### src/rtl/spi_io_pkg.sv
`timescale 1ns/1ps
// Shared constants for the SPI slave I/O slice.
package spi_io_pkg;

    // Default word length, MSB first.
    localparam int unsigned SPI_WORD_W   = 16;
    // Bit counter width for the default word length.
    localparam int unsigned SPI_CNT_W    = $clog2(SPI_WORD_W);
    // Fewest synchroniser stages allowed on the asynchronous pins.
    localparam int unsigned SPI_SYNC_MIN = 2;

endpackage

### src/rtl/spi_sync_edge.sv
`timescale 1ns/1ps
// N-stage synchroniser with registered rise/fall pulses.
import spi_io_pkg::*;

module spi_sync_edge #(
    parameter int unsigned STAGES  = SPI_SYNC_MIN,
    parameter logic        RST_VAL = 1'b0
) (
    input  logic clk,
    input  logic rst_n,
    input  logic din,
    output logic dout,
    output logic rise,
    output logic fall
);

    logic [STAGES-1:0] sync_q, sync_d;
    logic              rise_q, rise_d;
    logic              fall_q, fall_d;

    // Edges come from the last two stages so each pulse lines up with the
    // cycle in which dout first shows the new level.
    always_comb begin
        sync_d = {sync_q[STAGES-2:0], din};
        rise_d = sync_q[STAGES-2] & ~sync_q[STAGES-1];
        fall_d = ~sync_q[STAGES-2] & sync_q[STAGES-1];
    end

    // Synchroniser and pulse registers.
    always_ff @(posedge clk) begin
        if (!rst_n) begin
            sync_q <= {STAGES{RST_VAL}};
            rise_q <= 1'b0;
            fall_q <= 1'b0;
        end else begin
            sync_q <= sync_d;
            rise_q <= rise_d;
            fall_q <= fall_d;
        end
    end

    assign dout = sync_q[STAGES-1];
    assign rise = rise_q;
    assign fall = fall_q;

endmodule

### src/rtl/spi_io.sv
`timescale 1ns/1ps
// SPI mode-0 slave I/O: oversampled sclk/cs/mosi, word receive and transmit.
import spi_io_pkg::*;

module spi_io #(
    parameter int unsigned WIDTH       = SPI_WORD_W,
    parameter int unsigned SYNC_STAGES = SPI_SYNC_MIN
) (
    input  logic             clk,
    input  logic             rst_n,
    input  logic             sclk,
    input  logic             cs,
    input  logic             mosi,
    output logic             miso,
    output logic [WIDTH-1:0] rx_data,
    input  logic [WIDTH-1:0] tx_data,
    output logic             rx_valid
);

    localparam int unsigned CNT_W = $clog2(WIDTH);

    logic sclk_sync, sclk_rise, sclk_fall;
    logic cs_sync, cs_rise, cs_fall;
    logic mosi_sync;

    logic [SYNC_STAGES-1:0] mosi_sync_q, mosi_sync_d;
    logic [WIDTH-1:0]       tx_shift_q, tx_shift_d;
    logic [WIDTH-2:0]       rx_shift_q, rx_shift_d;
    logic [CNT_W-1:0]       cnt_q, cnt_d;
    logic                   miso_q, miso_d;
    logic [WIDTH-1:0]       rx_data_q, rx_data_d;
    logic                   rx_valid_q, rx_valid_d;

    spi_sync_edge #(.STAGES(SYNC_STAGES), .RST_VAL(1'b0)) u_sclk_sync (
        .clk   (clk),
        .rst_n (rst_n),
        .din   (sclk),
        .dout  (sclk_sync),
        .rise  (sclk_rise),
        .fall  (sclk_fall)
    );

    spi_sync_edge #(.STAGES(SYNC_STAGES), .RST_VAL(1'b1)) u_cs_sync (
        .clk   (clk),
        .rst_n (rst_n),
        .din   (cs),
        .dout  (cs_sync),
        .rise  (cs_rise),
        .fall  (cs_fall)
    );

    assign mosi_sync = mosi_sync_q[SYNC_STAGES-1];

    // Receive/transmit shifting, bit count and word hand-off.
    // The tx register holds the bits still to be driven: on cs_fall the MSB
    // goes straight to miso and the remainder is pre-shifted, so every sclk
    // fall simply drives tx_shift[MSB]; the word-end reload of the full
    // tx_data then makes the next fall drive the new word's MSB.
    always_comb begin
        mosi_sync_d = {mosi_sync_q[SYNC_STAGES-2:0], mosi};
        tx_shift_d  = tx_shift_q;
        rx_shift_d  = rx_shift_q;
        cnt_d       = cnt_q;
        miso_d      = miso_q;
        rx_data_d   = rx_data_q;
        rx_valid_d  = 1'b0;

        if (cs_fall) begin
            tx_shift_d = tx_data << 1;
            miso_d     = tx_data[WIDTH-1];
            cnt_d      = '0;
        end else if (cs_rise) begin
            // Any partial word is dropped; a same-cycle sclk_rise is ignored.
            cnt_d  = '0;
            miso_d = 1'b0;
        end else if (!cs_sync) begin
            if (sclk_rise) begin
                rx_shift_d = {rx_shift_q[WIDTH-3:0], mosi_sync};
                if (cnt_q == CNT_W'(WIDTH - 1)) begin
                    cnt_d      = '0;
                    rx_data_d  = {rx_shift_q, mosi_sync};
                    rx_valid_d = 1'b1;
                    tx_shift_d = tx_data;
                end else begin
                    cnt_d = cnt_q + CNT_W'(1);
                end
            end else if (sclk_fall) begin
                miso_d     = tx_shift_q[WIDTH-1];
                tx_shift_d = tx_shift_q << 1;
            end
        end
    end

    // State registers.
    always_ff @(posedge clk) begin
        if (!rst_n) begin
            mosi_sync_q <= '0;
            tx_shift_q  <= '0;
            rx_shift_q  <= '0;
            cnt_q       <= '0;
            miso_q      <= 1'b0;
            rx_data_q   <= '0;
            rx_valid_q  <= 1'b0;
        end else begin
            mosi_sync_q <= mosi_sync_d;
            tx_shift_q  <= tx_shift_d;
            rx_shift_q  <= rx_shift_d;
            cnt_q       <= cnt_d;
            miso_q      <= miso_d;
            rx_data_q   <= rx_data_d;
            rx_valid_q  <= rx_valid_d;
        end
    end

    assign miso     = miso_q;
    assign rx_data  = rx_data_q;
    assign rx_valid = rx_valid_q;

    // sclk level itself is only consumed through its edge pulses.
    logic unused_sclk_level;
    assign unused_sclk_level = sclk_sync;

endmodule

### config.mk
export PLATFORM = sky130hd
export DESIGN_NAME = spi_io
export DESIGN_NICKNAME = d
export VERILOG_FILES = /design/src/rtl/spi_io_pkg.sv /design/src/rtl/spi_sync_edge.sv /design/src/rtl/spi_io.sv
export SDC_FILE = /design/constraint.sdc
export NUM_CORES = 1
export LEC_CHECK = 0
export ABC_CLOCK_PERIOD_IN_PS = 1850
export BUFFER_PORTS_ARGS = -buffer_cell sky130_fd_sc_hd__buf_2
export CAP_MARGIN = 40
export CORE_AREA = 2 2 90 75
export DETAILED_ROUTE_END_ITERATION = 16
export DIE_AREA = 0 0 92 77
export PLACE_DENSITY_LB_ADDON = 0.15
export SLEW_MARGIN = 15
export SYNTH_ARGS = -nofsm -noshare
export SYNTH_HDL_FRONTEND = slang
export SYNTH_SLANG_ARGS = --single-unit
### constraint.sdc
create_clock -name clk -period 1.85 [get_ports clk]
set_clock_uncertainty 0.15 [all_clocks]
set_input_delay 0.4625 -clock clk [delete_from_list [all_inputs] [get_ports clk]]
set_output_delay 0.4625 -clock clk [all_outputs]
set_load 0.05 [all_outputs]
==> results.md <==
* Fin area at 3390 sq um
* CP cell instances: ha_1 -> and4_1 -> o31a_4 -> a2111oi_1
* GRT Residual Overflow at 0
* CP Data Required Time at 1.93 ns
* Min cycle time layout at 1.77 ns
* Cell area after synthesis at 2840 sq um
* Drt initial violations at 155
* WL final at 6430 um
* Port Buffers at 38
* Leakage power at 0.00121 uW
* Crit start category: flip-flop
* CTS H-tree depth at 3
* Max VDD drop at 560 uV
* Hold buffer count at cts at 0
* CTS Buf Count at 9
* CP Capture Type: flip-flop
* WL per Instance at 14.7 um
* Drc violations at 0
* Outcome: finished, final reports clean
* Layout cells sized above 1 at 30.5%
* Setup-failing EPs final at 0
* Switch Pwr at 645 uW
* Pin count of the biggest net entering global routing at 34
* Top cells by count, synth: dfxtp_1, nand2_1, a21oi_1
* Clk pwr share at 43.0%
* GRT Total Usage at 19.6%
* Syn Area/Cell at 9.08 sq um
* Reg power frac at 49.7%
* Final hold viol count at 0
* Largest stage delay, worst path at 0.40 ns
* Via count at 2,486
* Power Internal at 2140 uW
* Slew Limit Fails at 0
* R2R cell count at 4
* Number of setup buffers added after CTS at 0
* Synth area leader: dfxtp_1
* Syn Inst Count at 313
* Post-synthesis cell type count at 37
* Fin nets at 372
* Largest cells by area after synthesis: dfxtp_1, mux2_2, a2111oi_2
* Via density at 5.68
* Register area share after synthesis at 44.4%
* Std-Cell Rows at 26
* Hold path endpoint: u_cs_sync.sync_q[0]$_SDFF_PN1_
* CTS max path bufs at 2
* Worst Min Path Start: cs
* Comb pwr share at 7.3%
* Area Growth Syn to Fin at 19.3%
* Reg clk slew, reported paths at 0.07 ns
* Vias in the first global route at 2,266
* Achievable frequency at 565 MHz
* #FFs+latches synth at 63
* N_diodes at 0
* Reg-to-Reg End: tx_shift_q[7]$_SDFFE_PN0P_
* DRT Pass-1 Iters at 4
* Synthesized net count at 335
* Crit Path Max Fanout at 15
* I/O Pins at 39
* Root buffer cell: clkbuf_8
* Worst-Margin Slew at 0.353 ns
* Share of the synthesized area in the top cell type at 44.4%
* R2r setup slk at 0.08 ns
* Area after DPL at 3180 sq um
* Post-route ant nets at 0
* First-pass GRT wire length at 11,200 um
* Hold WC Path Type: in2reg
* Worst skew pair latency at 0.34 ns
* Die X at 92 um
* Async SR Flop Fraction at 0%
* Crit-path slowest cell: o31a_4
* Pwr dens at 822 nW/um^2
* Post-synth EDFFs at 0
* Tot Pwr at 2790 uW
* Die footprint at 7080 sq um
* Initial antenna violation count at 0
* Clock sink count at 63
* Worst Path Class, Setup: reg2reg
* Post-DP HPWL at 4120 um
* Core Region at 6180 sq um
* Depth of the worst hold-timing path at 2
* Switching Share at 23.1%
* Final period util at 95.8%
* Die Y at 77 um
* Initial Utilization at 46.0%
* Most common cell in the netlist: dfxtp_1
* CTS tree: yes
* Slew HR at 76.3%
* GPL Wtd Cong at 0.798
* Max Cap Viol at 0
* Crit path arrival time at 1.85 ns
* R2R Path Start: cnt_q[0]$_SDFFE_PP0P_
* Ys flop type: dfxtp_1
* Ys Warns at 0
* Hold WS at 0.155 ns
==> critical path, delay by kind of cell (launching register included) <==
kind,cells,cell delay [ns]
AO/OA/AOI/OAI,2,0.77
flip-flops,1,0.31
AND/OR/NAND/NOR,1,0.22
adder cells (fa/ha/maj),1,0.20
==> sequential cells by signal, summed over array words and instances, names as in the netlist <==
name and flops:
u_sclk_sync.sync_q 2, u_cs_sync.sync_q 2, rx_data 16, mosi_sync_q 2, rx_valid 1, u_sclk_sync.fall 1, cnt_q 4, rx_shift_q 15
u_sclk_sync.rise 1, u_cs_sync.fall 1, tx_shift_q 16, miso 1, u_cs_sync.rise 1
==> area by class of cell <==
class                   count  area, sq um
repair buffers             57          370
well taps                  84          105
clock inverters             3         42.5
flip-flops and latches     63         1260
clock buffers              12          155
inverters                   3         11.3
fillers                   600         2790
multi-input cells         216         1440
==> stage by stage <==
step	std cells	setup WS [ns]	TNS [ns]	utilization (%)
2_1_floorplan	313	0.00530	0	-
3_3_place_gp	423	0.134	0	51.4
3_5_place_dp	423	0.0468	0	51.4
4_1_cts	438	0.0617	0	54.6
5_1_grt	438	-0.0301	-0.0301	54.9
6_report	438	0.0786	0	54.9
==> metal layers <==
metal / vias to the layer above / global-route usage, % / part of all wire, %
met4: 0 / 6.87 / 1.4
met1: 1185 / 29.3 / 50
li1: 1238 / - / -
met5: - / 0 / 0
met3: 10 / 5.11 / 4.6
met2: 53 / 27.0 / 44
==> cell usage in the layout, fill, tap and decap left out, types with 2 or more instances in the layout <==
cell type	n
nand3_1	19
a311oi_1	3
dfxtp_2	2
inv_1	3
nand2b_1	3
a21oi_1	33
nor3_1	16
dfxtp_1	61
a2111oi_2	13
and2_1	4
nand2_1	36
a2111oi_1	2
clkbuf_8	11
or3b_2	2
nor2_1	3
mux2_2	15
a22oi_1	15
nor3b_1	2
nor2b_1	3
and3_1	2
o21ai_0	16
buf_12	3
buf_4	16
nor4_1	15
buf_2	38
==> worst max-delay path by stage <==
stage / startpoint / endpoint / slack [ns] / cells after the start
finish: cnt_q[0]$_SDFFE_PP0P_ / tx_shift_q[7]$_SDFFE_PN0P_ / 0.08 / 4
global route: cnt_q[0]$_SDFFE_PP0P_ / tx_shift_q[7]$_SDFFE_PN0P_ / -0.03 / 4
CTS: cnt_q[0]$_SDFFE_PP0P_ / tx_shift_q[5]$_SDFFE_PN0P_ / 0.06 / 4
detailed placement: cnt_q[0]$_SDFFE_PP0P_ / tx_shift_q[15]$_SDFFE_PN0P_ / 0.05 / 4
global placement: cnt_q[0]$_SDFFE_PP0P_ / tx_shift_q[6]$_SDFFE_PN0P_ / 0.13 / 4
floorplan: cnt_q[0]$_SDFFE_PP0P_ / tx_shift_q[10]$_SDFFE_PN0P_ / 0.005 / 6
==> kinds of logic (layout without fill, tap and decap cells) <==
logic type | after synthesis | count (layout) | share of synthesized area (%)
and+or+nand+nor | 112 | 112 | 21.0
muxes | 15 | 15 | 5.94
adders and majority gates | 1 | 1 | 0.440
AOI/OAI and AO/OA | 87 | 87 | 22.2
buffers and inverters | 34 | 75 | 5.68
xor gates and xnor gates | 1 | 1 | 0.308
DFF | 63 | 63 | 44.4
==> power groups by stage <==
stage / Combinational (uW) / Sequential [uW] / Clock, uW
after floorplan: 134 / 1410 / 0
after global placement: 195 / 1410 / 0
after detailed placement: 199 / 1410 / 0
after CTS: 199 / 1380 / 1230
after global routing: 223 / 1390 / 1290
final: 204 / 1380 / 1200
==> repair_timing <==
action                                 CTS  global route
endpoints found under the hold margin    0             0
resized for setup                        0             8
setup endpoints to repair                0             6
(Power assumes the default switching activity.)
